[src/rtl/uart_image_loader_pkg.sv]
// Shared constants for the UART image loader: FSM state encodings and baud default.
// Latency: n/a (constants only).
// Backpressure: n/a.
package uart_image_loader_pkg;

  // 50 MHz core clock / 115200 baud
  localparam int DEFAULT_CLKS_PER_BIT = 434;

  // 8N1 receiver states
  localparam logic [1:0] RX_IDLE  = 2'd0;
  localparam logic [1:0] RX_START = 2'd1;
  localparam logic [1:0] RX_DATA  = 2'd2;
  localparam logic [1:0] RX_STOP  = 2'd3;

  // Loader states
  localparam logic [1:0] L_IDLE = 2'd0;
  localparam logic [1:0] L_LOAD = 2'd1;
  localparam logic [1:0] L_DONE = 2'd2;

endpackage

[src/rtl/uart_image_loader_uart_rx.sv]
// 8N1 UART receiver with 2-flop synchroniser and start-bit glitch rejection.
// Latency: rx_valid pulses the cycle after the stop-bit sample.
// Backpressure: none; rx_valid is a one-cycle pulse the consumer must take.
// Ports: clk, reset (sync, active-high), rx (async line, idle high),
//        rx_valid (1-cycle strobe), rx_byte (received byte),
//        rx_frame_err (1-cycle strobe when the stop bit is low).
module uart_rx
  import uart_image_loader_pkg::*;
#(
  parameter int CLKS_PER_BIT = DEFAULT_CLKS_PER_BIT
) (
  input  logic       clk,
  input  logic       reset,
  input  logic       rx,
  output logic       rx_valid,
  output logic [7:0] rx_byte,
  output logic       rx_frame_err
);

  localparam int CW   = $clog2(CLKS_PER_BIT + 1);
  localparam int HALF = (CLKS_PER_BIT / 2 > 0) ? CLKS_PER_BIT / 2 : 1;
  localparam logic [CW-1:0] HALF_M1 = CW'(HALF - 1);
  localparam logic [CW-1:0] FULL_M1 = CW'(CLKS_PER_BIT - 1);

  logic          r_sync1, r_sync2, r_sync_d;
  logic [1:0]    r_state;
  logic [CW-1:0] r_cnt;
  logic [2:0]    r_bit_idx;
  logic [7:0]    r_shift;
  logic          r_stop_wait;
  logic          r_valid;
  logic          r_ferr;

  always_ff @(posedge clk) begin
    if (reset) begin
      r_sync1     <= 1'b1;
      r_sync2     <= 1'b1;
      r_sync_d    <= 1'b1;
      r_state     <= RX_IDLE;
      r_cnt       <= '0;
      r_bit_idx   <= 3'd0;
      r_shift     <= 8'h00;
      r_stop_wait <= 1'b0;
      r_valid     <= 1'b0;
      r_ferr      <= 1'b0;
    end else begin
      r_sync1  <= rx;
      r_sync2  <= r_sync1;
      r_sync_d <= r_sync2;
      r_valid  <= 1'b0;
      r_ferr   <= 1'b0;
      case (r_state)
        RX_IDLE: begin
          // falling edge of the synchronised line marks a candidate start bit
          if (r_sync_d && !r_sync2) begin
            r_state <= RX_START;
            r_cnt   <= '0;
          end
        end
        RX_START: begin
          if (r_cnt == HALF_M1) begin
            r_cnt <= '0;
            if (!r_sync2) begin
              r_state   <= RX_DATA;
              r_bit_idx <= 3'd0;
            end else begin
              r_state <= RX_IDLE;  // line bounced back high: glitch
            end
          end else begin
            r_cnt <= r_cnt + 1'b1;
          end
        end
        RX_DATA: begin
          if (r_cnt == FULL_M1) begin
            r_cnt   <= '0;
            // LSB arrives first, so shift in from the top
            r_shift <= {r_sync2, r_shift[7:1]};
            if (r_bit_idx == 3'd7) r_state <= RX_STOP;
            else                   r_bit_idx <= r_bit_idx + 3'd1;
          end else begin
            r_cnt <= r_cnt + 1'b1;
          end
        end
        RX_STOP: begin
          if (r_stop_wait) begin
            // after a framing error, hold off until the line idles high
            // so a long break is not mistaken for a new start bit
            if (r_sync2) begin
              r_stop_wait <= 1'b0;
              r_state     <= RX_IDLE;
            end
          end else if (r_cnt == FULL_M1) begin
            r_cnt <= '0;
            if (r_sync2) begin
              r_valid <= 1'b1;
              r_state <= RX_IDLE;
            end else begin
              r_ferr      <= 1'b1;
              r_stop_wait <= 1'b1;
            end
          end else begin
            r_cnt <= r_cnt + 1'b1;
          end
        end
        default: r_state <= RX_IDLE;
      endcase
    end
  end

  assign rx_valid     = r_valid;
  assign rx_byte      = r_shift;
  assign rx_frame_err = r_ferr;

endmodule

[src/rtl/uart_image_loader.sv]
// Loads IMAGE_BYTES bytes from a UART stream into data memory starting at BASE_ADDR.
// Latency: each received byte is written the cycle after the receiver strobes it.
// Backpressure: none; memory must accept one write per cycle when mem_wren is high.
// Ports: clk, reset (sync, active-high), start (arm pulse), rx (UART line),
//        mem_wren/mem_address/mem_data (write port), busy, load_done,
//        frame_error (sticky until start/reset), byte_count (bytes written).
module uart_image_loader
  import uart_image_loader_pkg::*;
#(
  parameter int          CLKS_PER_BIT = DEFAULT_CLKS_PER_BIT,
  parameter int          IMAGE_BYTES  = 65536,
  parameter logic [15:0] BASE_ADDR    = 16'h0000
) (
  input  logic        clk,
  input  logic        reset,
  input  logic        start,
  input  logic        rx,
  output logic        mem_wren,
  output logic [15:0] mem_address,
  output logic [7:0]  mem_data,
  output logic        busy,
  output logic        load_done,
  output logic        frame_error,
  output logic [16:0] byte_count
);

  localparam logic [16:0] IMAGE_COUNT = 17'(IMAGE_BYTES);

  logic        w_rx_valid;
  logic [7:0]  w_rx_byte;
  logic        w_rx_ferr;
  logic [16:0] w_next_count;

  logic [1:0]  r_state;
  logic        r_mem_wren;
  logic [15:0] r_mem_address;
  logic [7:0]  r_mem_data;
  logic [16:0] r_byte_count;
  logic        r_frame_error;

  uart_rx #(
    .CLKS_PER_BIT(CLKS_PER_BIT)
  ) u_rx (
    .clk         (clk),
    .reset       (reset),
    .rx          (rx),
    .rx_valid    (w_rx_valid),
    .rx_byte     (w_rx_byte),
    .rx_frame_err(w_rx_ferr)
  );

  assign w_next_count = r_byte_count + 17'd1;

  always_ff @(posedge clk) begin
    if (reset) begin
      r_state       <= L_IDLE;
      r_mem_wren    <= 1'b0;
      r_mem_address <= BASE_ADDR;
      r_mem_data    <= 8'h00;
      r_byte_count  <= 17'd0;
      r_frame_error <= 1'b0;
    end else begin
      r_mem_wren <= 1'b0;
      case (r_state)
        L_IDLE, L_DONE: begin
          if (start) begin
            r_state       <= L_LOAD;
            r_byte_count  <= 17'd0;
            r_frame_error <= 1'b0;
          end
        end
        L_LOAD: begin
          if (w_rx_valid) begin
            r_mem_wren    <= 1'b1;
            // 16-bit add wraps FFFF -> 0000 naturally
            r_mem_address <= BASE_ADDR + r_byte_count[15:0];
            r_mem_data    <= w_rx_byte;
            r_byte_count  <= w_next_count;
            if (w_next_count == IMAGE_COUNT) r_state <= L_DONE;
          end
        end
        default: r_state <= L_IDLE;
      endcase
      // a framing error in the same cycle as start still gets recorded
      if (w_rx_ferr) r_frame_error <= 1'b1;
    end
  end

  assign mem_wren    = r_mem_wren;
  assign mem_address = r_mem_address;
  assign mem_data    = r_mem_data;
  assign byte_count  = r_byte_count;
  assign frame_error = r_frame_error;
  assign busy        = (r_state == L_LOAD);
  assign load_done   = (r_state == L_DONE);

endmodule

[config.mk]
export PLATFORM = sky130hd
export DESIGN_NAME = uart_image_loader
export DESIGN_NICKNAME = d
export VERILOG_FILES = /design/src/rtl/uart_image_loader_pkg.sv /design/src/rtl/uart_image_loader_uart_rx.sv /design/src/rtl/uart_image_loader.sv
export SDC_FILE = /design/constraint.sdc
export NUM_CORES = 1
export LEC_CHECK = 0
export ABC_AREA = 1
export BUFFER_PORTS_ARGS = -buffer_cell sky130_fd_sc_hd__buf_2
export CORE_ASPECT_RATIO = 1.25
export CORE_MARGIN = 1.5
export CORE_UTILIZATION = 35
export CTS_BUF_LIST = sky130_fd_sc_hd__clkbuf_8
export CTS_CLUSTER_DIAMETER = 60
export DETAILED_ROUTE_END_ITERATION = 10
export PLACE_DENSITY_LB_ADDON = 0.08
export SLEW_MARGIN = 15
export SYNTH_ARGS = -nofsm -noshare
export SYNTH_HDL_FRONTEND = slang
export SYNTH_HIERARCHICAL = 1
export SYNTH_SLANG_ARGS = --single-unit
[constraint.sdc]
create_clock -name clk -period 1.7 [get_ports clk]
set_input_delay 0 -clock clk [delete_from_list [all_inputs] [get_ports clk]]
set_output_delay 0 -clock clk [all_outputs]
set_load 0.03 [all_outputs]
After elaboration in Yosys (flattened, before gate mapping)
Index checks and enable logic that the tools add are counted.
Widths: inputs -> output; s select.

cells by class
  add/subtract/negate cells = 3
  eq/ne operators = 20
  multiplexer cells = 34
  bitwise logic cells = 3
  reductions and logical operators = 20

operators by type and width
  cell                   number
  $mux 9                 4
  $pmux 9 s4             1
  $mux 17                2
  $pmux 17 s2            1
  $mux 2                 11
  $add 17x1->17 const B  1
  $eq 17x17->1 const B   1
  $mux 3                 4
  $ne 2x1->1 const B     6
  $reduce_and 5->1       2
  $add 9x1->9 const B    1
  $eq 9x8->1 const B     1
  $eq 9x9->1 const B     1
  $mux 1                 8
  $ne 2x2->1 const B     4
  $pmux 2 s4             1
  $reduce_and 2->1       4
  $reduce_bool 2->1      4
  $eq 2x2->1 const B     3
  $pmux 3 s2             1
  $reduce_and 3->1       2
  $eq 2x1->1 const B     2
  $logic_not 2->1        2
  $pmux 2 s2             1
  other kinds (9)        12

storage, ports and cells
  register bits after elaboration = 73
  bits of input ports = 4
  logic and storage cells = 96

Logic depth before layout (Yosys ltp)
  depth after elaboration = 5
  gate-level depth with buffers = 13
  depth with buffers taken out = 13

Modules after synthesis
Netlist, hierarchy kept.

by module, submodules not included
  module             instances  cells an instance  area an instance (um2)  sequential area each (um2)
  uart_image_loader  1          311                2158.3                  900.9
  uart_rx            1          188                1448.9                  560.5

Worst setup path before layout
OpenSTA, ideal clock, no wires.

  kind = register to register
  from = register r_byte_count[1] (netlist: byte_count[1])
  to = register, netlist name r_state[0]
  library setup time = 0.116 ns
  data arrival time = 1.767 ns
  setup slack = -0.183 ns
  cell stages (with the launch flop) = 13
  cell sequence = dfxtp_1 -> ha_1 -> nand2_1 -> nor2_4 -> nand2_2 -> nor2_2 -> nand3_1 -> nand2_1 -> nand2_1 -> nor2_2 -> nand2_1 -> nand2_1 -> a21oi_2

RTL lines
  what                    line                     RTL
  from (decl)             uart_image_loader.sv:38  logic [16:0] r_byte_count;
  from (signal assigned)  uart_image_loader.sv:78  r_byte_count <= w_next_count;

==> results.yml <==
run_status:
  status: "complete, no violations"
floorplanning:
  core_region_area_um2: 10100
  die_height_um: 117
  dieArea_um2: 10900
  die_w_um: 93.8
  pin_count: 49
  initial_core_util_pct: 35.9
  core.rowCount: 41
clock_tree:
  cts_tree: "yes"
  clock_latency_ns: 0.36
  clk_pin_slew_ns: 0.07
  htree_num_levels: 3
  clock-root-buffer: "clkbuf_8"
  cts_sinks: 73
  cts_buffers: 9
  clk_path_buf_depth: 2
worst_setup_path:
  cp.required_ns: 1.94
  r2r_slack_ns: 0.1
  critical_path_class: "reg2reg"
  endpoint: "r_state[0]"
  cp_slowest_cell: "dfxtp_2"
  critPathMaxFanout: 5
  r2r-start: "byte_count[1]"
  rr_endpoint: "r_state[0]"
  start_kind: "flip-flop"
  cp-end-kind: "flip-flop"
  rr_worst_depth: 12
  path_cells: "buf_6 -> nand2_1 -> nor2_4 -> nand3_4 -> nand2_2 -> nand2_2 -> nor2_2 -> nand2_1 -> nor2_2 -> nand2_1 -> nand2_1 -> a21oi_2"
  arrival_ns: 1.84
  crit_start: "byte_count[1]"
  max_stage_delay_ns: 0.36
  cp_common_cell: "nand2_1"
synthesis:
  yosysMostFrequentCell: "nand2_1"
  yosys_register_bits: 73
  seq_area_frac_synth_pct: 40.5
  syn_avg_cell_area_um2: 7.23
  yosysTopAreaCellShare_pct: 40.5
  synth_ff_type: "dfxtp_1"
  syn_inst: 499
  yosysWarnings: 6
  synth_commonest_cells: "nand2_1, dfxtp_1, a21oi_1, nor2_1, inv_1"
  synth.distinct_cells: 32
  syn_area_um2: 3610
  synth_edf_count: 0
  synth_top_area_cell: "dfxtp_1"
  synth_nets: 510
  synthTopCellsByArea: "dfxtp_1, nand2_1, a21oi_1"
  async_reset_ff_share_pct: 0
sta:
  timing.final.crit_share_pct: 94.2
  relSlewSlack_pct: 63.9
  hold_viol_final: 0
  rsz0062_at_grt: "true"
  fmax_ghz: 0.625
  tightest_slew_ns: 0.542
  finalMaxSlewViolations: 0
  fin_crit_ns: 1.60
  clock-skew-final_ns: 0.0111
  setup_viol_count_final: 0
pwr:
  ir_drop_v: 0.000414
  totalPowerFinal_mw: 3.47
  p_per_area_nw_per_um2: 792
  p_leak_nw: 1.76
layout:
  area.growth.synth_to_final_pct: 21.6
  final_layout_size_suffix_gt1_share_pct: 26.7
  fin_util_pct: 43.6
  fillerInstances: 1084
  fin_cells: 695
  layout.nets: 572
  num_antenna_cells: 0
  stdcell_area_um2: 4390
  regArea_um2: 1480
  multiInputGateArea_um2: 1920
routing:
  wl_per_cell_um: 12.8
  dr.pass1.iters: 5
  ant_nets: 0
  wl_um: 8900
  via_per_inst: 4.71
  drtIter0Drc: 107
  post-route-drc-count: 0
  vias: 3273
global_routing:
  grt_pass1_wl_um: 14600
  antenna_found_initial: 0
  grt_pass1_vias: 3004
  grt.overflow.total: 0
  track_usage_pct: 17.5
  grt_start_max_net_pins: 37
place:
  dp_cells: 674
  port_buffers: 48
  postPlaceCellArea_um2: 4040
  post-dp-hpwl_um: 6470
  gp_congestion: 0.857
hold_path:
  hp-class: "in2reg"
run:
  cap_violations: 0
==> layout by cell type, fill, tap and decap left out, types with 10 or more instances in the layout <==
cell type and n:
nand2_1 135, dfxtp_1 64, buf_2 48, a21oi_1 47
nor2_1 45, inv_1 43, o21ai_0 23, nand3_1 17
buf_4 15, nand4_1 11, nor2_4 10, nand2_2 10
nor2_2 10, clkbuf_8 10
==> logic make-up after synthesis <==
family          after synthesis  synth area share (%)
simple gates                266                  35.4
compound gates               83                  12.8
flops                        73                  40.5
buf+inv                      67                  7.98
fa+ha+maj                     7                  2.43
xor+xnor                      3                 0.937
==> final cells by class <==
cell class | instances | area share [%]
tap | 129 | 3.68
inverter | 49 | 4.19
sequential | 73 | 33.7
clock inverter | 6 | 1.91
multi-input combinational | 359 | 43.7
clock buffer | 10 | 3.14
timing repair buffer | 69 | 9.69
==> flip-flops by register name (all words and copies together) (netlist names), named ones only <==
name	count
u_rx/r_sync_d	1
u_rx/rx_valid	1
frame_error	1
u_rx/r_cnt	9
r_state	2
u_rx/r_state	1
u_rx/r_sync1	1
u_rx/r_sync2	1
byte_count	17
mem_wren	1
u_rx/r_bit_idx	3
mem_address	16
u_rx/rx_frame_err	1
u_rx/r_stop_wait	1
mem_data	8
u_rx/rx_byte	8
==> critical path: cells and delay by family, from the launching register on <==
family,cells,cell delay (ns)
flops,1,0.36
simple gates,10,0.95
buf+inv,1,0.12
compound gates,1,0.05
==> routing by layer <==
layer  vias up  global-route usage, %  part of all wire (%)
li1       1726                      -                     -
met1      1495                   20.9                    46
met2        43                   30.1                    51
met3         9                   3.39                   2.5
met4         0                   8.76                   1.3
met5         -                      0                     0
==> worst min-delay path by stage <==
stage               startpoint           end  depth (start not counted)
finish                      rx  u_rx/r_sync1                          3
global route                rx  u_rx/r_sync1                          3
CTS                         rx  u_rx/r_sync1                          3
detailed placement          rx  u_rx/r_sync1                          2
global placement            rx  u_rx/r_sync1                          2
floorplan                reset     flip-flop                          1
==> power by group <==
part	switching, mW	total [mW]	leakage, nW	internal (mW)
registers	0.0261	1.75	0.594	1.72
logic	0.142	0.206	1.05	0.0639
clock network	0.662	1.52	0.115	0.859
==> per-stage QoR <==
step	hold WS (ns)	TNS (ns)	setup slack, ns
floorplan	0.0624	0	0.00732
global route	0.369	-0.0426	-0.0350
CTS	0.347	0	0.00844
global placement	0.193	0	0.0193
finish	0.368	0	0.0990
detailed placement	0.189	0	0.0279
==> repair_timing <==
item	in CTS	in global routing
endpoints found under the hold margin	7	0
resized for setup	0	21
endpoints found under the setup margin	0	3
hold buffers	3	0
buffers inserted	0	2
Power figures use the tool's default switching activity.
